[config.mk]
export PLATFORM = sky130hd
export DESIGN_NAME = led_pattern_gen
export DESIGN_NICKNAME = d
export VERILOG_FILES = /design/src/rtl/led_pattern_gen.sv
export SDC_FILE = /design/constraint.sdc
export NUM_CORES = 2
export LEC_CHECK = 0
export ABC_CLOCK_PERIOD_IN_PS = 12410
export CAP_MARGIN = 20
export CORE_ASPECT_RATIO = 1.5
export CORE_UTILIZATION = 55
export DETAILED_ROUTE_END_ITERATION = 12
export MAX_ROUTING_LAYER = met4
export PLACE_DENSITY = 0.71
export SLEW_MARGIN = 30
export SYNTH_ARGS = -nofsm -noshare
export SYNTH_HDL_FRONTEND = slang
export SYNTH_SLANG_ARGS = --single-unit
[constraint.sdc]
create_clock -name clk -period 12.41 [get_ports clk]
set_input_delay 1.241 -clock clk [delete_from_list [all_inputs] [get_ports clk]]
set_output_delay 1.241 -clock clk [all_outputs]
set_load 0.005 [all_outputs]
[src/rtl/led_pattern_gen.sv]
// Multi-channel LED driver: per-channel OFF/ON/BLINK/BREATHE modes rendered by one shared PWM
// counter, with config double-buffered so changes only ever land on PWM frame boundaries.
module led_pattern_gen #(
  parameter int CHANNELS   = 9,
  parameter int PWM_BITS   = 8,
  parameter int PRESCALE   = 64,
  parameter int PHASE_BITS = 10
) (
  input  logic                  clk,
  input  logic                  reset,
  input  logic                  cfg_we,
  input  logic [4:0]            cfg_chan,
  input  logic [1:0]            cfg_mode,
  input  logic [PWM_BITS-1:0]   cfg_level,
  output logic [CHANNELS-1:0]   led,
  output logic                  frame_strobe,
  output logic [PHASE_BITS-1:0] phase
);

  localparam int PS_W   = (PRESCALE > 1) ? $clog2(PRESCALE) : 1;
  localparam int TRI_W  = PHASE_BITS - 1;
  localparam int PROD_W = 2 * PWM_BITS + 1;

  typedef enum logic [1:0] {
    MODE_OFF     = 2'd0,
    MODE_ON      = 2'd1,
    MODE_BLINK   = 2'd2,
    MODE_BREATHE = 2'd3
  } mode_e;

  typedef struct packed {
    mode_e               mode;
    logic [PWM_BITS-1:0] level;
  } chan_cfg_t;

  logic [PWM_BITS-1:0] pwm_cnt;
  logic [PS_W-1:0]     prescale_cnt;
  logic                wrap;
  logic                phase_tick;
  logic [TRI_W-1:0]    tri_pos;
  logic [PWM_BITS-1:0] breathe_b;
  chan_cfg_t           shadow [CHANNELS];
  chan_cfg_t           active [CHANNELS];
  logic [PWM_BITS-1:0] duty   [CHANNELS];

  assign wrap       = (pwm_cnt == '1);
  assign phase_tick = wrap && (prescale_cnt == PS_W'(PRESCALE - 1));

  // Triangle wave: the lower phase bits count up, then count down once the MSB is set.
  assign tri_pos   = phase[TRI_W-1:0] ^ {TRI_W{phase[PHASE_BITS-1]}};
  assign breathe_b = PWM_BITS'(tri_pos >> (TRI_W - PWM_BITS));

  function automatic logic [PWM_BITS-1:0] scale(input logic [PWM_BITS-1:0] b,
                                                input logic [PWM_BITS-1:0] level);
    logic [PROD_W-1:0] prod;
    prod = PROD_W'(b) * (PROD_W'(level) + PROD_W'(1));
    return PWM_BITS'(prod >> PWM_BITS);
  endfunction

  // NOTE: sequential state uses non-blocking assignments so every register samples pre-edge values.
  always_ff @(posedge clk) begin
    if (!reset) begin
      pwm_cnt      <= '0;
      prescale_cnt <= '0;
      phase        <= '0;
      frame_strobe <= 1'b0;
    end else begin
      pwm_cnt      <= pwm_cnt + 1'b1;
      frame_strobe <= (pwm_cnt == '0);
      if (wrap) begin
        prescale_cnt <= (prescale_cnt == PS_W'(PRESCALE - 1)) ? '0 : prescale_cnt + 1'b1;
      end
      if (phase_tick) begin
        phase <= phase + 1'b1;
      end
    end
  end

  // NOTE: the shadow/active banks are plain flop arrays, so they take the reset like any other state.
  always_ff @(posedge clk) begin
    if (!reset) begin
      for (int i = 0; i < CHANNELS; i++) begin
        shadow[i] <= '0;
        active[i] <= '0;
      end
    end else begin
      for (int i = 0; i < CHANNELS; i++) begin
        // Active copies the pre-edge shadow, so a write in the wrap cycle waits one more frame.
        if (wrap) begin
          active[i] <= shadow[i];
        end
        if (cfg_we && (cfg_chan == 5'(i))) begin
          shadow[i] <= '{mode: mode_e'(cfg_mode), level: cfg_level};
        end
      end
    end
  end

  // NOTE: duty gets its default before the case so no path through the block can infer a latch.
  always_comb begin
    for (int i = 0; i < CHANNELS; i++) begin
      duty[i] = '0;
      case (active[i].mode)
        MODE_OFF:     duty[i] = '0;
        MODE_ON:      duty[i] = active[i].level;
        MODE_BLINK:   duty[i] = phase[PHASE_BITS-1] ? '0 : active[i].level;
        MODE_BREATHE: duty[i] = scale(breathe_b, active[i].level);
        default:      duty[i] = '0;
      endcase
    end
  end

  // Full-scale duty is forced high so the LED never drops for the one cycle pwm_cnt can't exceed.
  always_ff @(posedge clk) begin
    if (!reset) begin
      led <= '0;
    end else begin
      for (int i = 0; i < CHANNELS; i++) begin
        led[i] <= (duty[i] == '1) || (pwm_cnt < duty[i]);
      end
    end
  end

endmodule

==> impl_metrics.tcl <==
set metrics [dict create \
    cts_tree "yes" \
    ys_warn_count 0 \
    dp_slack_ns 4.96 \
    ctsRootBufferMaster "clkbuf_16" \
    grt.overflow.total 0 \
    period_needed_ns 7.58 \
    maxSlewViolCount 0 \
    ios 38 \
    start_kind "register" \
    fin_skew_ns 0.0115 \
    fill_cells 4589 \
    drt-initial-drc-count 1456 \
    max_slew_margin 0.371 \
    worstReg2RegStart "phase[9]" \
    die_h_um 284 \
    multi_input_area_um2 21300 \
    hold_violations 0 \
    post-route-drc-count 0 \
    final_cell_mix "nor2_1, inv_1, ha_1" \
    yosys_register_bits 214 \
    synthArstFlopShare 0 \
    cts_hold_buf 0 \
    cts_buffer_depth 3 \
    rows 103 \
    area_growth_pct 6.80 \
    critPathMaxFanout 31 \
    tns_ns 0 \
    cap_violations 0 \
    synth_cell_types 87 \
    io_buffers 37 \
    place_congestion 0.945 \
    power.total_mw 1.66 \
    post_cts_buffers 0 \
    viasPerCell 5.95 \
    netlist_instances 3110 \
    htree_levels 1 \
    dp_cells 3749 \
    cts_resized 0 \
    antenna_left 0 \
    final_common_cell "nor2_1" \
    grt_max_degree 115 \
    worstMarginPinSlew_ns 0.943 \
    critical_path_class "register to register" \
    nets 3832 \
    cp-end-kind "register" \
    crit_required_ns 12.82 \
    rsz0062_at_grt "no" \
    die_area_um2 54000 \
    synth-main-ff-cell "edfxtp_1" \
    finalWorstSetupSlack_ns 4.83 \
    dp_hpwl_um 59100 \
    drive_above_1_share 0.0438 \
    arrival_ns 7.99 \
    period_share 0.611 \
    cts.sinks 214 \
    fmax_mhz 132 \
    clk_latency_ns 0.52 \
    fin_util 0.593 \
    final_cells 3787 \
    hp-class "register to register" \
    via_count 22500 \
    syn_nets 3852 \
    dr.pass1.iters 6 \
    synth-edff-count 180 \
    grt_pass1_vias 24200 \
    antenna_found_initial 1 \
    fp.dieW_um 190 \
    hp-start "phase[9]" \
    wirelength_um 79200 \
    grt_use_total 0.311 \
    cts_buffers 21 \
    wire_per_inst_um 20.9 \
    status "completed" \
    setup_violations 0 \
    ir_worst_vdd_v 0.000122 \
    path_clk_slew_ns 0.07 \
    grt_pass1_wl_um 126000 \
    core_area_um2 52600 \
    startpoint "phase[9]" \
    power_density_nw_per_um2 53.1 \
    syn_avg_cell_area_um2 9.38 \
    p_leak_nw 14.3 \
    ys_seq_area_frac 0.209 \
    synth_area_um2 29200 \
    ff_latch_area_um2 6090 \
    initial_core_util 0.555 \
]
path summary, 6_finish.rpt:
path                    to  slack, ns  cells past startpoint
setup / recovery    led[5]       4.83                     24
hold / removal    phase[9]       0.50                      2
setup reg to reg    led[5]       4.83                     24
hold reg to reg   phase[9]       0.50                      2
worst max-delay path, cell delays in order, from the launching register on:
cell       delay, ns
dfxtp_2         0.34
buf_4           0.64
xor2_4          0.64
buf_4           0.45
nand2_1         0.13
fa_1            0.52
inv_1           0.04
ha_1            0.26
inv_1           0.05
fa_1            0.48
inv_1           0.05
fa_1            0.44
ha_1            0.30
a2111oi_0       0.54
a22oi_1         0.22
a41o_1          0.32
o41a_1          0.32
and2_1          0.17
or3_1           0.31
a32oi_1         0.25
ha_1            0.29
a21o_1          0.16
a211oi_1        0.28
o21ai_0         0.14
o41ai_1         0.08
cell type report:
class	count	area share
clock buffer	24	0.0172
inverter	409	0.0493
multi-input combinational	2362	0.682
timing repair buffer	82	0.0230
clock inverter	13	0.00542
tap	682	0.0274
sequential	214	0.195
antenna	1	0.0000803
power by group:
part	leakage [nW]	internal, mW	switching (mW)
Clock	0.347	0.381	0.290
Sequential	2.06	0.812	0.0277
Combinational	11.9	0.0528	0.0921
metal layers:
metal  part of all wire  track usage  vias to the layer above
li1                   -            -                    10200
met1               0.37        0.346                    11300
met2               0.53        0.558                      755
met3              0.047       0.0200                      246
met4              0.056        0.153                        0
met5                  0            -                        -
kinds of logic after synthesis:
logic type / count (synthesis) / share of synthesized area
AND/OR/NAND/NOR: 1094 / 0.173
adder cells (fa/ha/maj): 724 / 0.403
buffers and inverters: 534 / 0.0692
AO/OA/AOI/OAI: 314 / 0.0758
XOR/XNOR: 215 / 0.0645
flip-flops: 214 / 0.209
multiplexers: 15 / 0.00549
Yosys cell counts (6+ instances only):
master / instances / area share
a211o_1: 7 / 0.0021
a211oi_1: 15 / 0.0039
a21o_1: 28 / 0.0072
a21oi_1: 56 / 0.0096
a22oi_1: 41 / 0.011
a31oi_1: 6 / 0.0013
a32oi_1: 9 / 0.0027
and2_1: 61 / 0.013
and3_1: 104 / 0.022
buf_1: 7 / 0.00090
clkbuf_1: 115 / 0.015
dfxtp_1: 34 / 0.023
edfxtp_1: 180 / 0.19
fa_1: 360 / 0.25
ha_1: 364 / 0.16
inv_1: 409 / 0.053
mux2_2: 8 / 0.0031
mux2i_1: 7 / 0.0024
nand2_1: 295 / 0.038
nand2b_1: 17 / 0.0036
nand3_1: 69 / 0.012
nand3b_1: 10 / 0.0026
nand4_1: 20 / 0.0043
nor2_1: 414 / 0.053
nor2b_1: 21 / 0.0045
nor3_1: 14 / 0.0024
o2111ai_1: 6 / 0.0018
o211ai_1: 7 / 0.0018
o21a_1: 8 / 0.0021
o21ai_0: 57 / 0.0098
o21bai_1: 6 / 0.0015
o31ai_1: 11 / 0.0028
or2_2: 10 / 0.0021
or3_1: 22 / 0.0047
or4_1: 9 / 0.0023
xnor2_1: 121 / 0.036
xor2_1: 94 / 0.028
registers in the layout, indices dropped and copies added (netlist names):
| name | flops |
|---|---|
| phase | 10 |
| led | 9 |
| prescale_cnt | 6 |
| shadow | 90 |
| pwm_cnt | 8 |
| active | 90 |
| frame_strobe | 1 |
per-stage QoR:
step / hold slack, ns / area [um^2]
3_5_place_dp: 0.492 / 30500
2_1_floorplan: 0.480 / 29200
6_report: 0.500 / 31200
4_1_cts: 0.502 / 31200
3_3_place_gp: 0.472 / 30500
5_1_grt: 0.522 / 31200
No activity file was read; power rests on OpenSTA's default activity.
